===== config.mk =====
export PLATFORM = sky130hd
export DESIGN_NAME = llc_input_arbiter
export DESIGN_NICKNAME = d
export VERILOG_FILES = /design/src/rtl/llc_arb_pkg.sv /design/src/rtl/llc_arb_fifo.sv /design/src/rtl/llc_input_arbiter.sv
export SDC_FILE = /design/constraint.sdc
export NUM_CORES = 1
export LEC_CHECK = 0
export ABC_CLOCK_PERIOD_IN_PS = 4150
export BUFFER_PORTS_ARGS = -buffer_cell sky130_fd_sc_hd__buf_2
export CAP_MARGIN = 40
export CORE_MARGIN = 1.5
export CORE_UTILIZATION = 38
export DETAILED_ROUTE_END_ITERATION = 10
export HOLD_SLACK_MARGIN = 0.12
export PLACE_DENSITY = 0.68
export SLEW_MARGIN = 20
export SYNTH_ARGS = -nofsm -noshare
export SYNTH_HDL_FRONTEND = slang
export SYNTH_SLANG_ARGS = --single-unit

===== constraint.sdc =====
create_clock -name clk -period 4.15 [get_ports clk]
set_input_delay 0.415 -clock clk [delete_from_list [all_inputs] [get_ports clk]]
set_output_delay 0.415 -clock clk [all_outputs]
set_load 0.05 [all_outputs]

===== src/rtl/llc_arb_pkg.sv =====
// Shared types and helpers for the LLC input arbiter.
// Line address and set widths come from LINE_ADDR_BITS / LLC_SET_BITS when the
// build provides them; the fallbacks below keep a standalone build complete.
`ifndef LINE_ADDR_BITS
`define LINE_ADDR_BITS 16
`endif
`ifndef LLC_SET_BITS
`define LLC_SET_BITS 6
`endif

package llc_arb_pkg;

  localparam int LLC_ADDR_W = `LINE_ADDR_BITS;
  localparam int LLC_SET_W  = `LLC_SET_BITS;
  localparam int LLC_TAG_W  = LLC_ADDR_W - LLC_SET_W;
  // Wide enough for all five LLC input classes (rst/rsp/req/dma/resume).
  localparam int LLC_SRC_W  = 3;

  // One arbitration decision as seen by the lookup stage.
  typedef struct packed {
    logic [LLC_SRC_W-1:0] src;
    logic [LLC_SET_W-1:0] set;
    logic [LLC_TAG_W-1:0] tag;
  } arb_entry_t;

  // Set is the low part of the line address, tag the remainder.
  function automatic arb_entry_t split_line_addr(input logic [LLC_SRC_W-1:0]  src,
                                                 input logic [LLC_ADDR_W-1:0] addr);
    arb_entry_t e;
    e.src = src;
    e.set = addr[LLC_SET_W-1:0];
    e.tag = addr[LLC_ADDR_W-1:LLC_SET_W];
    return e;
  endfunction

endpackage


===== src/rtl/llc_arb_fifo.sv =====
// Circular decision FIFO between the arbiter and the LLC lookup stage.
// Head entry reads as all-zero while the FIFO is empty.
module llc_arb_fifo
  import llc_arb_pkg::*;
#(
  parameter int DEPTH = 2
) (
  input  logic                         clk,
  input  logic                         rst,
  input  logic                         push,
  input  logic                         pop,
  input  arb_entry_t                   din,
  output arb_entry_t                   dout,
  output logic [$clog2(DEPTH+1)-1:0]   count,
  output logic                         full,
  output logic                         empty
);

  localparam int PTR_W = (DEPTH > 1) ? $clog2(DEPTH) : 1;
  localparam int CNT_W = $clog2(DEPTH + 1);

  arb_entry_t       mem_r [DEPTH];
  logic [PTR_W-1:0] wr_ptr_r;
  logic [PTR_W-1:0] rd_ptr_r;
  logic [CNT_W-1:0] count_r;

  // Pointers wrap at DEPTH, which need not be a power of two.
  function automatic logic [PTR_W-1:0] next_ptr(input logic [PTR_W-1:0] ptr);
    if (ptr == PTR_W'(DEPTH - 1)) begin
      return '0;
    end else begin
      return ptr + PTR_W'(1);
    end
  endfunction

  // Storage, pointers and occupancy; reset discards every queued entry.
  always_ff @(posedge clk or posedge rst) begin
    if (rst) begin
      for (int i = 0; i < DEPTH; i++) begin
        mem_r[i] <= '0;
      end
      wr_ptr_r <= '0;
      rd_ptr_r <= '0;
      count_r  <= '0;
    end else begin
      if (push) begin
        mem_r[wr_ptr_r] <= din;
        wr_ptr_r        <= next_ptr(wr_ptr_r);
      end
      if (pop) begin
        rd_ptr_r <= next_ptr(rd_ptr_r);
      end
      case ({push, pop})
        2'b10:   count_r <= count_r + CNT_W'(1);
        2'b01:   count_r <= count_r - CNT_W'(1);
        default: count_r <= count_r;
      endcase
    end
  end

  assign count = count_r;
  assign full  = (count_r == CNT_W'(DEPTH));
  assign empty = (count_r == CNT_W'(0));
  assign dout  = empty ? '0 : mem_r[rd_ptr_r];

endmodule


===== src/rtl/llc_input_arbiter.sv =====
// LLC input arbiter: fixed-priority source select (index 0 highest) under
// per-source block masks, decision FIFO, idle flag and stalled-line match.
// Optional starvation aging is enabled by defining LLC_ARB_AGING_EN.
`ifndef LINE_ADDR_BITS
`define LINE_ADDR_BITS 16
`endif
`ifndef LLC_SET_BITS
`define LLC_SET_BITS 6
`endif

module llc_input_arbiter
  import llc_arb_pkg::*;
#(
  parameter int NUM_SRC   = 4,
  parameter int DEPTH     = 2,
  parameter int ADDR_W    = `LINE_ADDR_BITS,
  parameter int SET_W     = `LLC_SET_BITS,
  parameter int MATCH_SRC = 1,
  parameter int AGE_MAX   = 8
) (
  input  logic                                         clk,
  input  logic                                         rst,
  input  logic [NUM_SRC-1:0]                           src_valid,
  input  logic [NUM_SRC-1:0]                           src_block,
  input  logic [NUM_SRC*ADDR_W-1:0]                    src_addr,
  output logic [NUM_SRC-1:0]                           src_grant,
  input  logic                                         hold,
  output logic                                         dec_valid,
  input  logic                                         dec_ready,
  output logic [((NUM_SRC > 1) ? $clog2(NUM_SRC) : 1)-1:0] dec_src,
  output logic [SET_W-1:0]                             dec_set,
  output logic [ADDR_W-SET_W-1:0]                      dec_tag,
  output logic                                         fifo_full,
  output logic [$clog2(DEPTH+1)-1:0]                   fifo_count,
  output logic                                         idle,
  input  logic                                         stall_valid,
  input  logic [SET_W-1:0]                             stall_set,
  input  logic [ADDR_W-SET_W-1:0]                      stall_tag,
  output logic                                         match_hit
);

  localparam int SRC_IDX_W = (NUM_SRC > 1) ? $clog2(NUM_SRC) : 1;
  localparam int TAG_W     = ADDR_W - SET_W;

  logic [NUM_SRC-1:0]   eligible_s;
  logic                 any_elig_s;
  logic                 fixed_hit_s;
  logic [SRC_IDX_W-1:0] fixed_idx_s;
  logic [SRC_IDX_W-1:0] winner_idx_s;
  logic                 push_s;
  logic                 pop_s;
  logic                 empty_s;
  logic [ADDR_W-1:0]    winner_addr_s;
  arb_entry_t           push_entry_s;
  arb_entry_t           head_s;
  logic                 idle_r;

  assign eligible_s = src_valid & ~src_block;
  assign any_elig_s = |eligible_s;

  // Lowest eligible index wins under fixed priority.
  always_comb begin
    fixed_hit_s = 1'b0;
    fixed_idx_s = '0;
    for (int i = NUM_SRC - 1; i >= 0; i--) begin
      if (eligible_s[i]) begin
        fixed_hit_s = 1'b1;
        fixed_idx_s = SRC_IDX_W'(i);
      end else begin
        fixed_hit_s = fixed_hit_s;
      end
    end
  end

`ifdef LLC_ARB_AGING_EN
  localparam int AGE_W = $clog2(AGE_MAX + 1);

  logic [AGE_W-1:0]     age_r [NUM_SRC];
  logic                 aged_hit_s;
  logic [SRC_IDX_W-1:0] aged_idx_s;

  // Lowest eligible source that has reached the starvation threshold.
  always_comb begin
    aged_hit_s = 1'b0;
    aged_idx_s = '0;
    for (int i = NUM_SRC - 1; i >= 0; i--) begin
      if (eligible_s[i] && (age_r[i] == AGE_W'(AGE_MAX))) begin
        aged_hit_s = 1'b1;
        aged_idx_s = SRC_IDX_W'(i);
      end else begin
        aged_hit_s = aged_hit_s;
      end
    end
  end

  assign winner_idx_s = aged_hit_s ? aged_idx_s : fixed_idx_s;

  // Age bookkeeping only moves on a grant, so it freezes under hold or full.
  always_ff @(posedge clk or posedge rst) begin
    if (rst) begin
      for (int i = 0; i < NUM_SRC; i++) begin
        age_r[i] <= '0;
      end
    end else if (push_s) begin
      for (int i = 0; i < NUM_SRC; i++) begin
        if (winner_idx_s == SRC_IDX_W'(i)) begin
          age_r[i] <= '0;
        end else if (eligible_s[i] && (age_r[i] != AGE_W'(AGE_MAX))) begin
          age_r[i] <= age_r[i] + AGE_W'(1);
        end else begin
          age_r[i] <= age_r[i];
        end
      end
    end
  end
`else
  assign winner_idx_s = fixed_idx_s;
`endif

  // No decision while frozen, full, or in the reset cycle itself.
  assign push_s = ~rst & fixed_hit_s & ~hold & ~fifo_full;
  assign pop_s  = dec_valid & dec_ready;

  assign winner_addr_s = src_addr[int'(winner_idx_s) * ADDR_W +: ADDR_W];
  assign push_entry_s  = split_line_addr(LLC_SRC_W'(winner_idx_s), LLC_ADDR_W'(winner_addr_s));

  // One-hot consume pulse to the winning source in the push cycle.
  always_comb begin
    src_grant = '0;
    if (push_s) begin
      src_grant[winner_idx_s] = 1'b1;
    end else begin
      src_grant = '0;
    end
  end

  llc_arb_fifo #(
    .DEPTH (DEPTH)
  ) u_fifo (
    .clk   (clk),
    .rst   (rst),
    .push  (push_s),
    .pop   (pop_s),
    .din   (push_entry_s),
    .dout  (head_s),
    .count (fifo_count),
    .full  (fifo_full),
    .empty (empty_s)
  );

  assign dec_valid = ~empty_s;
  assign dec_src   = SRC_IDX_W'(head_s.src);
  assign dec_set   = SET_W'(head_s.set);
  assign dec_tag   = TAG_W'(head_s.tag);

  // Stalled line drains: only a popped decision from the match source counts.
  assign match_hit = pop_s & stall_valid
                   & (head_s.src == LLC_SRC_W'(MATCH_SRC))
                   & (head_s.set == LLC_SET_W'(stall_set))
                   & (head_s.tag == LLC_TAG_W'(stall_tag));

  // Idle means nothing queued and nobody asking, as of the previous cycle.
  always_ff @(posedge clk or posedge rst) begin
    if (rst) begin
      idle_r <= 1'b0;
    end else begin
      idle_r <= (fifo_count == '0) & ~any_elig_s;
    end
  end

  assign idle = idle_r;

endmodule


==> reports/metrics.csv <==
metric,value,unit
core,0.00635,mm2
synth_area_leaders,"dfrtp_1 (41%), mux2i_1 (7.3%), a222oi_1 (6.4%)",
drv_cap,0,
placed_area,0.00314,mm2
crit_path_max_fanout,14,
nets,479,
synth-main-ff-cell,dfrtp_1,
dr.pass1.iters,5,
root_buffer,clkbuf_8,
outcome,"complete, no violations",
ys_ff_latch,41,
cts_sinks,41,
die_h,83.8,um
yosysSeqAreaShare,0.413,
whs,252,ps
dp_slack,1380,ps
port_buffers,120,
antennaDiodeCount,0,
cp_cell_sequence,"mux2i_1, or3_1, nand4_1, or4_1, nor4_2, buf_2",
critPathKind,register to output pin,
p_leak,0.00160,uW
route.detailed.drc,0,
final_layout_size_suffix_gt1_frac,0.376,
cp_top_family,simple AND/OR/NAND/NOR gates,
grt_antenna_before_repair,0,
clk_pin_slew_worst_paths,80,ps
finalWeightedCongestion,0.766,
synth-edff-count,0,
cp-start-kind,register,
syn_nets,363,
final.setup.worst_slack,1050,ps
ctsResizeCount,0,
slowest_stage,dfrtp_1,
placementRows,29,
clock_latency,290,ps
period_share,0.748,
finalWirelength,6530,um
dp_hpwl,5170,um
num-fill-cells,619,
grt_use_total,0.185,
path_buf_inv,1,
grt_max_degree,42,
yosysTopAreaCell,dfrtp_1,
start_util,0.391,
cp.arrival,2690,ps
io_pins,121,
clock-skew-final,7.72,ps
syn_inst,269,
max_freq,322,MHz
ctsHoldBuffers,0,
grt_pass1_vias,2323,
ys_warn_count,0,
drt_iter0_drc,173,
cts_tree,built,
maxSlewHeadroom,0.534,
powerDensity,786,mW/mm2
synth_top_area_frac,0.413,
min_period,3100,ps
cts_setup_buffers,0,
crit_required,3730,ps
endpoint_kind,output pin,
worst_pin_slew,699,ps
routed_via_density,5.35,
maxSlewViolCount,0,
clk_path_buf_depth,2,
slowest_delay,800,ps
yosys.cell_types.count,34,
area_growth,29.9,%
timing.setup.tns,0,ps
drtAntennaViolNets,0,
syn-cell-area,0.00248,mm2
rsz0062_at_grt,no,
htree_levels,2,
peakVddDrop,676,uV
async_flop_share,1.00,
fin_area,0.00323,mm2
cts_buffers,5,
post-route-util,0.508,
drt-wirelength-per-cell,14.1,um
grt_pass1_wl,10600,um
vias,2479,
hold_class,primary input to asynchronous set/reset pin,
finalSetupViolCount,0,
syn_avg_cell_area,9.23,um2
hold_viol_final,0,
die_x,83.8,um
grt.overflow.total,0,
die-area,0.00703,mm2
[per-layer routing]
layer	GRT usage	part of all wire
met5	0	0
met4	0.0566	0.012
met3	0.0356	0.074
met2	0.293	0.46
met1	0.256	0.45
[flip-flops by register name (all words and copies together) (netlist names)]
name	flops
u_fifo.count	2
u_fifo.rd_ptr_r	1
u_fifo.wr_ptr_r	1
idle	1
u_fifo.mem_r	36
[where the power goes]
part           switching, uW  internal, uW  leakage, uW  total, uW
registers                149           594     0.000494        743
logic                   1070           480      0.00106       1550
clock network            128           116    0.0000450        245
[worst paths after layout]
check | start | endpoint | slack (ps) | cells past startpoint
max | u_fifo.rd_ptr_r$_DFFE_PP0N_ | match_hit | 1050 | 6
min | rst | u_fifo.wr_ptr_r$_DFFE_PP0P_ | 250 | 3
max reg2reg | u_fifo.count[0]$_DFFE_PP0P_ | u_fifo.count[1]$_DFFE_PP0P_ | 1890 | 7
min reg2reg | u_fifo.mem_r[15]$_DFFE_PP0P_ | u_fifo.mem_r[15]$_DFFE_PP0P_ | 480 | 2
max in group asynchronous | rst | u_fifo.mem_r[1]$_DFFE_PP0P_ | 3550 | 3
min in group clk | src_addr[2] | u_fifo.mem_r[12]$_DFFE_PP0P_ | 450 | 3
[logic make-up after synthesis]
kind of cell,share of synthesized area
simple gates,0.191
compound gates,0.210
flops,0.413
mux,0.0907
buf+inv,0.0448
xor+xnor,0.0458
fa+ha+maj,0.00504
[stage by stage]
step                      cells  power (uW)
after CTS                   462        2550
final                       463        2540
after detailed placement    454        2300
after global placement      451        2270
after global routing        463        2710
after floorplan             269        1950
[cells in the mapped netlist (all sizes together) (8+ instances only)]
library cell / count
a222oi: 16
xnor2: 11
nor2: 38
mux2i: 18
a22o: 16
a21oi: 18
nor3: 8
nand2: 19
dfrtp: 41
o21ai: 26
or3: 9
buf: 14
[placed cells by master, fill, tap and decap left out]
| cell | n |
|---|---|
| nand2_2 | 1 |
| o21ai_1 | 2 |
| nor3_4 | 1 |
| clkbuf_8 | 5 |
| dfrtp_1 | 41 |
| a21oi_1 | 18 |
| nand3b_2 | 1 |
| nor2_2 | 1 |
| nand2b_1 | 4 |
| nor2_1 | 37 |
| a222oi_1 | 16 |
| or4_1 | 1 |
| buf_4 | 7 |
| o21ai_0 | 24 |
| and2_1 | 1 |
| xor2_1 | 2 |
| nand4_1 | 6 |
| buf_8 | 1 |
| a22o_1 | 16 |
| xnor2_1 | 11 |
| clkbuf_1 | 1 |
| clkinv_2 | 2 |
| nor3_1 | 6 |
| inv_1 | 2 |
| nor3_2 | 1 |
| ha_1 | 1 |
| mux2_2 | 4 |
| nand2_1 | 18 |
| nor2b_1 | 5 |
| or3_1 | 9 |
| buf_2 | 120 |
| nor4_2 | 1 |
| mux2i_1 | 18 |
| nor4_1 | 1 |
| nand3_1 | 1 |
[tightest hold or removal path: stages]
cell and delay, ps:
buf_2 110, inv_1 50, buf_4 420
[area by class of cell]
cell class | instances | area, um2 | share of cell area
clock buffer | 6 | 72.6 | 0.0225
sequential | 41 | 1030 | 0.318
multi-input combinational | 207 | 1350 | 0.417
timing repair buffer | 128 | 668 | 0.207
tap | 77 | 96.3 | 0.0299
clock inverter | 2 | 10.0 | 0.00310
inverter | 2 | 7.51 | 0.00233
No activity file was read; power rests on OpenSTA's default activity.
